### src/rtl/mcpu_ctrl_fsm.sv
// Multi-cycle RV32I control FSM: sequences fetch, decode, execute, memory
// access and write-back, and drives every datapath select and write enable.
// Optional build macro MCPU_PERF_CNT_EN adds cycle_cnt / instret_cnt.
//
// state    | meaning
// ---------+-------------------------------------------------------------
// IF       | fetch at PC, IR <= mem, PC <= PC+4 once the bus is ready
// ID       | decode; ALUOut <= oldPC + imm for branch/jal/auipc
// EX_R     | register-register ALU op
// EX_I     | register-immediate ALU op
// EX_MA    | load/store address = rs1 + imm, latch access length
// MEM_RD   | load bus access, stalls on MIO_ready
// MEM_WR   | store bus access, stalls on MIO_ready
// WB_LD    | write load data to rd
// WB_ALU   | write ALUOut to rd
// EX_BR    | compare rs1/rs2, PC <= ALUOut when taken
// EX_JAL   | rd <= PC, PC <= ALUOut
// EX_JALR  | rd <= PC, PC <= (rs1 + imm) & ~1
// EX_LUI   | rd <= immU
// EX_AUIPC | rd <= ALUOut (oldPC + immU)
// TRAP     | unsupported encoding, parked until reset
module mcpu_ctrl_fsm (
    input  logic       clk,
    input  logic       rst_n,
    input  logic [4:0] OPcode,
    input  logic [2:0] Fun3,
    input  logic       Fun7,
    input  logic       MIO_ready,
    input  logic       zero,
    input  logic       lt,
    input  logic       ltu,
    output logic       PCWrite,
    output logic       IRWrite,
    output logic       RegWrite,
    output logic       IorD,
    output logic       MemRead,
    output logic       MemRW,
    output logic       CPU_MIO,
    output logic [1:0] ALUSrc_A,
    output logic [1:0] ALUSrc_B,
    output logic [3:0] ALU_Control,
    output logic [2:0] ImmSel,
    output logic [2:0] MemtoReg,
    output logic [1:0] PCSource,
    output logic [2:0] Length,
    output logic [3:0] state,
    output logic       illegal
`ifdef MCPU_PERF_CNT_EN
    ,
    output logic [31:0] cycle_cnt,
    output logic [31:0] instret_cnt
`endif
);

    localparam logic [3:0] S_IF       = 4'd0;
    localparam logic [3:0] S_ID       = 4'd1;
    localparam logic [3:0] S_EX_R     = 4'd2;
    localparam logic [3:0] S_EX_I     = 4'd3;
    localparam logic [3:0] S_EX_MA    = 4'd4;
    localparam logic [3:0] S_MEM_RD   = 4'd5;
    localparam logic [3:0] S_MEM_WR   = 4'd6;
    localparam logic [3:0] S_WB_LD    = 4'd7;
    localparam logic [3:0] S_WB_ALU   = 4'd8;
    localparam logic [3:0] S_EX_BR    = 4'd9;
    localparam logic [3:0] S_EX_JAL   = 4'd10;
    localparam logic [3:0] S_EX_JALR  = 4'd11;
    localparam logic [3:0] S_EX_LUI   = 4'd12;
    localparam logic [3:0] S_EX_AUIPC = 4'd13;
    localparam logic [3:0] S_TRAP     = 4'd15;

    localparam logic [3:0] ALU_ADD  = 4'b0000;
    localparam logic [3:0] ALU_SUB  = 4'b0001;
    localparam logic [3:0] ALU_SLL  = 4'b0010;
    localparam logic [3:0] ALU_SLT  = 4'b0011;
    localparam logic [3:0] ALU_SLTU = 4'b0100;
    localparam logic [3:0] ALU_XOR  = 4'b0101;
    localparam logic [3:0] ALU_SRL  = 4'b0110;
    localparam logic [3:0] ALU_SRA  = 4'b0111;
    localparam logic [3:0] ALU_OR   = 4'b1000;
    localparam logic [3:0] ALU_AND  = 4'b1001;

    logic [3:0] state_q, state_d;
    logic [2:0] len_q, len_d;
    logic       is_store;
    logic       len_ok;
    logic [2:0] len_map;
    logic [3:0] alu_r, alu_i;
    logic       br_ok, br_taken;

    assign state    = state_q;
    assign is_store = (OPcode == 5'b01000);

    // Decode helpers: access length, ALU op and branch condition from funct fields
    always_comb begin
        len_ok  = 1'b0;
        len_map = 3'b000;
        if (is_store) begin
            case (Fun3)
                3'b000:  begin len_ok = 1'b1; len_map = 3'b000; end
                3'b001:  begin len_ok = 1'b1; len_map = 3'b010; end
                3'b010:  begin len_ok = 1'b1; len_map = 3'b100; end
                default: begin len_ok = 1'b0; len_map = 3'b000; end
            endcase
        end else begin
            case (Fun3)
                3'b000:  begin len_ok = 1'b1; len_map = 3'b001; end
                3'b001:  begin len_ok = 1'b1; len_map = 3'b011; end
                3'b010:  begin len_ok = 1'b1; len_map = 3'b100; end
                3'b100:  begin len_ok = 1'b1; len_map = 3'b000; end
                3'b101:  begin len_ok = 1'b1; len_map = 3'b010; end
                default: begin len_ok = 1'b0; len_map = 3'b000; end
            endcase
        end

        case (Fun3)
            3'b000:  alu_r = Fun7 ? ALU_SUB : ALU_ADD;
            3'b001:  alu_r = ALU_SLL;
            3'b010:  alu_r = ALU_SLT;
            3'b011:  alu_r = ALU_SLTU;
            3'b100:  alu_r = ALU_XOR;
            3'b101:  alu_r = Fun7 ? ALU_SRA : ALU_SRL;
            3'b110:  alu_r = ALU_OR;
            default: alu_r = ALU_AND;
        endcase
        // addi has no subtract form; bit 30 there is part of the immediate
        alu_i = (Fun3 == 3'b000) ? ALU_ADD : alu_r;

        br_ok    = 1'b1;
        br_taken = 1'b0;
        case (Fun3)
            3'b000:  br_taken = zero;
            3'b001:  br_taken = !zero;
            3'b100:  br_taken = lt;
            3'b101:  br_taken = !lt;
            3'b110:  br_taken = ltu;
            3'b111:  br_taken = !ltu;
            default: br_ok    = 1'b0;
        endcase
    end

    // Next-state and Moore/Mealy output decode, enables gated while in reset
    always_comb begin
        state_d     = state_q;
        len_d       = len_q;
        PCWrite     = 1'b0;
        IRWrite     = 1'b0;
        RegWrite    = 1'b0;
        IorD        = 1'b0;
        MemRead     = 1'b0;
        MemRW       = 1'b0;
        CPU_MIO     = 1'b0;
        ALUSrc_A    = 2'b00;
        ALUSrc_B    = 2'b00;
        ALU_Control = ALU_ADD;
        ImmSel      = 3'b000;
        MemtoReg    = 3'b000;
        PCSource    = 2'b00;
        Length      = 3'b000;
        illegal     = 1'b0;

        case (state_q)
            S_IF: begin
                MemRead = 1'b1;
                CPU_MIO = 1'b1;
                if (MIO_ready) begin
                    IRWrite  = 1'b1;
                    PCWrite  = 1'b1;
                    ALUSrc_B = 2'b10;
                    state_d  = S_ID;
                end
            end
            S_ID: begin
                ALUSrc_A = 2'b10;
                ALUSrc_B = 2'b01;
                case (OPcode)
                    5'b11000: ImmSel = 3'b010;
                    5'b11011: ImmSel = 3'b100;
                    5'b00101: ImmSel = 3'b011;
                    default:  ImmSel = 3'b000;
                endcase
                case (OPcode)
                    5'b01100: state_d = S_EX_R;
                    5'b00100: state_d = S_EX_I;
                    5'b00000,
                    5'b01000: state_d = S_EX_MA;
                    5'b11000: state_d = S_EX_BR;
                    5'b11011: state_d = S_EX_JAL;
                    5'b11001: state_d = S_EX_JALR;
                    5'b01101: state_d = S_EX_LUI;
                    5'b00101: state_d = S_EX_AUIPC;
                    default:  state_d = S_TRAP;
                endcase
            end
            S_EX_R: begin
                ALUSrc_A    = 2'b01;
                ALU_Control = alu_r;
                state_d     = S_WB_ALU;
            end
            S_EX_I: begin
                ALUSrc_A    = 2'b01;
                ALUSrc_B    = 2'b01;
                ALU_Control = alu_i;
                state_d     = S_WB_ALU;
            end
            S_WB_ALU: begin
                RegWrite = 1'b1;
                state_d  = S_IF;
            end
            S_EX_MA: begin
                ALUSrc_A = 2'b01;
                ALUSrc_B = 2'b01;
                ImmSel   = is_store ? 3'b001 : 3'b000;
                if (len_ok) begin
                    len_d   = len_map;
                    state_d = is_store ? S_MEM_WR : S_MEM_RD;
                end else begin
                    state_d = S_TRAP;
                end
            end
            S_MEM_RD: begin
                IorD    = 1'b1;
                MemRead = 1'b1;
                CPU_MIO = 1'b1;
                Length  = len_q;
                if (MIO_ready) state_d = S_WB_LD;
            end
            S_WB_LD: begin
                RegWrite = 1'b1;
                MemtoReg = 3'b001;
                Length   = len_q;
                state_d  = S_IF;
            end
            S_MEM_WR: begin
                IorD    = 1'b1;
                MemRW   = 1'b1;
                CPU_MIO = 1'b1;
                Length  = len_q;
                if (MIO_ready) state_d = S_IF;
            end
            S_EX_BR: begin
                ALUSrc_A    = 2'b01;
                ALU_Control = ALU_SUB;
                if (!br_ok) begin
                    state_d = S_TRAP;
                end else begin
                    if (br_taken) begin
                        PCWrite  = 1'b1;
                        PCSource = 2'b01;
                    end
                    state_d = S_IF;
                end
            end
            S_EX_JAL: begin
                RegWrite = 1'b1;
                MemtoReg = 3'b010;
                PCWrite  = 1'b1;
                PCSource = 2'b01;
                state_d  = S_IF;
            end
            S_EX_JALR: begin
                ALUSrc_A = 2'b01;
                ALUSrc_B = 2'b01;
                RegWrite = 1'b1;
                MemtoReg = 3'b010;
                PCWrite  = 1'b1;
                PCSource = 2'b10;
                state_d  = S_IF;
            end
            S_EX_LUI: begin
                RegWrite = 1'b1;
                MemtoReg = 3'b011;
                ImmSel   = 3'b011;
                state_d  = S_IF;
            end
            S_EX_AUIPC: begin
                RegWrite = 1'b1;
                MemtoReg = 3'b100;
                state_d  = S_IF;
            end
            S_TRAP: begin
                illegal = 1'b1;
            end
            default: begin
                state_d = S_TRAP;
            end
        endcase

        // Reset must kill any in-flight bus access or register write at once
        if (!rst_n) begin
            PCWrite  = 1'b0;
            IRWrite  = 1'b0;
            RegWrite = 1'b0;
            MemRW    = 1'b0;
            MemRead  = 1'b0;
            CPU_MIO  = 1'b0;
        end
    end

    // State and latched access length
    always_ff @(posedge clk) begin
        if (!rst_n) begin
            state_q <= S_IF;
            len_q   <= 3'b000;
        end else begin
            state_q <= state_d;
            len_q   <= len_d;
        end
    end

`ifdef MCPU_PERF_CNT_EN
    // Free-running cycle count and retirement count (each return to IF retires one)
    always_ff @(posedge clk) begin
        if (!rst_n) begin
            cycle_cnt   <= 32'd0;
            instret_cnt <= 32'd0;
        end else begin
            cycle_cnt <= cycle_cnt + 32'd1;
            if ((state_q != S_IF) && (state_d == S_IF))
                instret_cnt <= instret_cnt + 32'd1;
        end
    end
`endif

endmodule

### config.mk
export PLATFORM = sky130hd
export DESIGN_NAME = mcpu_ctrl_fsm
export DESIGN_NICKNAME = d
export VERILOG_FILES = /design/src/rtl/mcpu_ctrl_fsm.sv
export SDC_FILE = /design/constraint.sdc
export NUM_CORES = 1
export LEC_CHECK = 0
export CORE_ASPECT_RATIO = 1.1
export CORE_MARGIN = 5
export CORE_UTILIZATION = 40
export DETAILED_ROUTE_END_ITERATION = 8
export DONT_BUFFER_PORTS = 1
export PLACE_DENSITY_LB_ADDON = 0.12
export SYNTH_ARGS = -nofsm -noshare
export SYNTH_HDL_FRONTEND = slang
export SYNTH_SLANG_ARGS = --single-unit
### constraint.sdc
create_clock -name clk -period 2 [get_ports clk]
set_input_delay 0.2 -clock clk [delete_from_list [all_inputs] [get_ports clk]]
set_output_delay 0.2 -clock clk [all_outputs]
set_load 0.02 [all_outputs]
## Word-level counts from Yosys, hierarchy flattened

Memories as Yosys holds them, arrays and structs flattened.
Index checks and enable logic that the tools add are counted.

| storage, ports and cells | value |
|---|---|
| register bits | 7 |
| memories kept | 1 |
| ROM bits | 128 |

Memory list:

| name | depth | bits a word | read ports | clocked after memory_dff | write ports | RTL line | source |
|---|---|---|---|---|---|---|---|
| (no name shown) | 32 | 4 | 1 | 0 | 0 | 181 | `case (OPcode)` |

| operators by class | value |
|---|---|
| multiplexer cells | 48 |
| equality and inequality tests | 28 |
| bitwise gates (word level) | 1 |
| reduce and logical (&&, ||, !) cells | 19 |

Operators with widths:

| cell | count |
|---|---|
| $pmux 4 s9 | 1 |
| $eq 4x4->1 const B | 7 |
| $pmux 4 s7 | 1 |
| $mux 1 | 25 |
| $mux 4 | 6 |
| $pmux 3 s4 | 2 |
| $pmux 3 s3 | 2 |
| $eq 4x3->1 const B | 4 |
| $eq 3x3->1 const B | 4 |
| $pmux 4 s3 | 1 |
| $reduce_or 6->1 | 2 |
| $eq 5x5->1 const B | 2 |
| $reduce_or 5->1 | 2 |
| $reduce_or 3->1 | 3 |
| $eq 4x2->1 const B | 2 |
| $pmux 2 s2 | 2 |
| $reduce_or 2->1 | 4 |
| $eq 3x2->1 const B | 2 |
| $mux 3 | 2 |
| $ne 2x2->1 const B | 3 |
| $pmux 1 s6 | 1 |
| $pmux 2 s3 | 1 |
| $pmux 3 s2 | 1 |
| $eq 5x3->1 const B | 1 |
| 12 further kinds | 15 |

## Logic depth before layout (Yosys ltp)

| depth | value |
|---|---|
| word-level depth | 6 |
| mapped depth | 6 |
| depth with buffers taken out | 4 |

## Least setup slack after synthesis

No wires, ideal clock.

| timing path | value |
|---|---|
| path type | register -> output |
| start | register state_q[3] (netlist: state[3]) |
| end | output port ImmSel[1] |
| data arrival time | 2.065 ns |
| setup slack | -0.265 ns |
| required time | 1.800 ns |
| cell stages (with the launch flop) | 5 |
| path buffers | 0 |
| cell sequence | dfxtp_1 > nand2b_1 > nor3_1 > nand3_1 > o31ai_1 |

| on the way | value |
|---|---|
| longest elaborated chain between the ends | 2 |
| elaborated cells on any way between the ends | 4 |
| those cells by class | 3 x eq/ne; 1 x mux |

RTL lines:

| element | RTL line | source |
|---|---|---|
| from (decl) | 82 | `logic [3:0] state_q, state_d;` |
| from (signal assigned) | 305 | `state_q <= state_d;` |
| $eq 4x4->1 (tied with other cells) | 161 | `case (state_q)` |
| $pmux 3 s3 * | 161 |  |
| to (decl) | 42 | `output logic [2:0] ImmSel,` |

Mark *: on every way between the ends. The rest lies on a longest branch, timed or not.

## Final worst setup path

| timing path | value |
|---|---|
| start | register state_q[3] (netlist: state[3]) |
| end | output port ALU_Control[0] |

| on the way | value |
|---|---|
| longest elaborated chain between the ends | 2 |
| elaborated cells on any way between the ends | 4 |
| those cells by class | 3 x eq/ne; 1 x mux |

RTL lines:

| element | RTL line | source |
|---|---|---|
| $eq 4x4->1 / $eq 4x2->1 (equally long branches) | 161 |  |
| $pmux 4 s3 * | 161 |  |
| to (decl) | 41 | `output logic [3:0] ALU_Control,` |

Marks and branches as above.

==> impl_metrics.json <==
{
  "outcome": "finished, final reports clean",
  "p_leak_uw": 0.000493,
  "finalCritPeriodShare": 0.954,
  "end_kind": "primary output",
  "first_pass_iters": 4,
  "period_needed_ps": 1910,
  "port-buffer-count": 0,
  "cp_max_fo": 16,
  "die_width_um": 57.0,
  "synth_edf_count": 0,
  "drv_cap": 0,
  "seq_area_frac_synth": 0.144,
  "relSlewSlack": 0.681,
  "synth_nets": 167,
  "layout_commonest_cell": "buf_4",
  "avgSynthCellArea_um2": 6.40,
  "p_per_area_nw_per_um2": 1290,
  "pin_count": 46,
  "syn_to_final_growth_pct": 22.3,
  "overflow": 0,
  "grt_max_degree": 17,
  "setup_viol": 0,
  "clkTransAtPathRegs_ps": 60,
  "post_cts_resized": 0,
  "yosysTopAreaCell": "dfxtp_1",
  "fmax_mhz": 524,
  "vdd_drop_max_mv": 0.593,
  "row_count": 18,
  "post_cts_buffers": 0,
  "min_path_type": "primary input to flop",
  "ys_top_cells_by_area": "dfxtp_1, nor2_1, nand2b_1, o21ai_0, a21oi_1",
  "die_h_um": 61.7,
  "h-tree-depth": 1,
  "setup_tns_ps": 0,
  "hold_buffers": 0,
  "num-nets-final": 184,
  "layout_common_cells": "buf_4, nor2_1, o21ai_0, nand2b_1",
  "cp.required_ps": 1800,
  "grt.total_usage": 0.179,
  "slowest_stage": "or3b_2",
  "synth_cell_types": 43,
  "grt_pass1_wl_mm": 5.00,
  "maxSlewViolCount": 0,
  "coreArea_um2": 2300,
  "start_util": 0.423,
  "tightest_slew_ps": 476,
  "cp_slowest_stage_delay_ps": 570,
  "cts_sinks": 7,
  "root_buffer": "clkbuf_4",
  "yosysWarnings": 0,
  "vias_per_cell": 5.91,
  "antenna_found_initial": 0,
  "wl_mm": 3.19,
  "yosysTopAreaCellShare": 0.144,
  "hpwl_mm": 2.51,
  "path_cells": "or3b_2, a21oi_1, nand3_1, o31ai_2",
  "cts_buffers": 3,
  "die_area_um2": 3520,
  "rsz0062_at_grt": "no",
  "synthCells": 152,
  "cts_tree": "yes",
  "vias": 1171,
  "synth-main-ff-cell": "dfxtp_1",
  "drive_gt1_frac": 0.208,
  "gp_routability_congestion": 0.824,
  "drtIter0Drc": 42,
  "drcViolationCount": 0,
  "timing.hold.ws_ps": 82.7,
  "cts_buffer_depth": 2,
  "routedWlPerCell_um": 16.1,
  "drtAntennaViolNets": 0,
  "skew_ps": 4.27,
  "antennaDiodeCount": 0,
  "crit_arrival_ps": 1710,
  "clk_latency_ps": 250,
  "syn-cell-area_um2": 972,
  "grt_pass1_vias": 1037,
  "synth_seq_cells": 7,
  "critPathKind": "flop to primary output",
  "ys_async_sr_fraction": 0,
  "finalHoldViolCount": 0,
  "worstSetupStartpointType": "flop"
}
path summary, 6_finish.rpt:
kind                                  endpoint  cells past startpoint     start  slack (ps)
worst min-delay path                  state[0]                      2     rst_n          80
worst max-delay path            ALU_Control[0]                      4  state[3]          90
worst max register to register        len_q[0]                      3  state[3]         320
worst min register to register        len_q[1]                      2  len_q[1]         510
state kept, by name (all words and copies together) (netlist names):
| signal | flops |
|---|---|
| state | 4 |
| len_q | 3 |
worst max-delay path: cells and delay by family (launching register included):
kind            cells  cell delay (ps)
compound gates      2              300
flops               1              450
simple gates        2              700
layout make-up:
type                       count  area, um^2
fill                         249        1110
multi-input combinational    127         773
timing repair buffer          26         195
sequential                     7         141
tap                           30        37.5
clock buffer                   4        26.3
inverter                       4        15.0
cells in the mapped netlist (all sizes together), types with 2 or more instances:
master  number
nor2        23
nand2b      10
o21ai       10
clkbuf       9
a21oi        8
nand2        8
nand3        8
dfxtp        7
nor2b        6
and2         5
buf          5
nor3         5
inv          4
o31ai        4
a21o         3
nor4         3
a211o        2
a31oi        2
a41oi        2
mux2i        2
nand3b       2
nand4        2
nor3b        2
o41ai        2
xor2         2
kinds of logic (layout without fill, tap and decap cells):
| group | Yosys count | after routing | synth area share |
|---|---|---|---|
| mux | 3 | 3 | 0.0322 |
| buf+inv | 18 | 34 | 0.0746 |
| flops | 7 | 7 | 0.144 |
| simple gates | 80 | 80 | 0.438 |
| compound gates | 41 | 41 | 0.284 |
| xor+xnor | 3 | 3 | 0.0270 |
where the power goes:
| part | total, uW | switching, uW | internal, uW |
|---|---|---|---|
| combinational | 1150 | 700 | 455 |
| clock | 132 | 55.2 | 76.4 |
| sequential | 252 | 70.1 | 182 |
| total | 1540 | 825 | 713 |
through the flow:
| stage | total power, uW | utilization | area (um^2) | worst slack, ps | std cells |
|---|---|---|---|---|---|
| 3_3_place_gp | 1370 | 0.502 | 1150 | 322 | 194 |
| 5_1_grt | 1660 | 0.517 | 1190 | 2.24 | 198 |
| 6_report | 1540 | 0.517 | 1190 | 91.1 | 198 |
| 2_1_floorplan | 1030 | - | 977 | 38.7 | 152 |
| 4_1_cts | 1520 | 0.513 | 1180 | 14.6 | 198 |
| 3_5_place_dp | 1380 | 0.502 | 1150 | 231 | 194 |
routing by layer:
layer / vias to the layer above / part of all wire / global-route usage
li1: 584 / - / -
met1: 552 / 0.46 / 0.237
met2: 33 / 0.45 / 0.289
met3: 2 / 0.088 / 0.0702
met4: 0 / 0.0022 / 0.0199
met5: - / 0 / 0
Note: power is estimated with default switching activity, not from simulation.
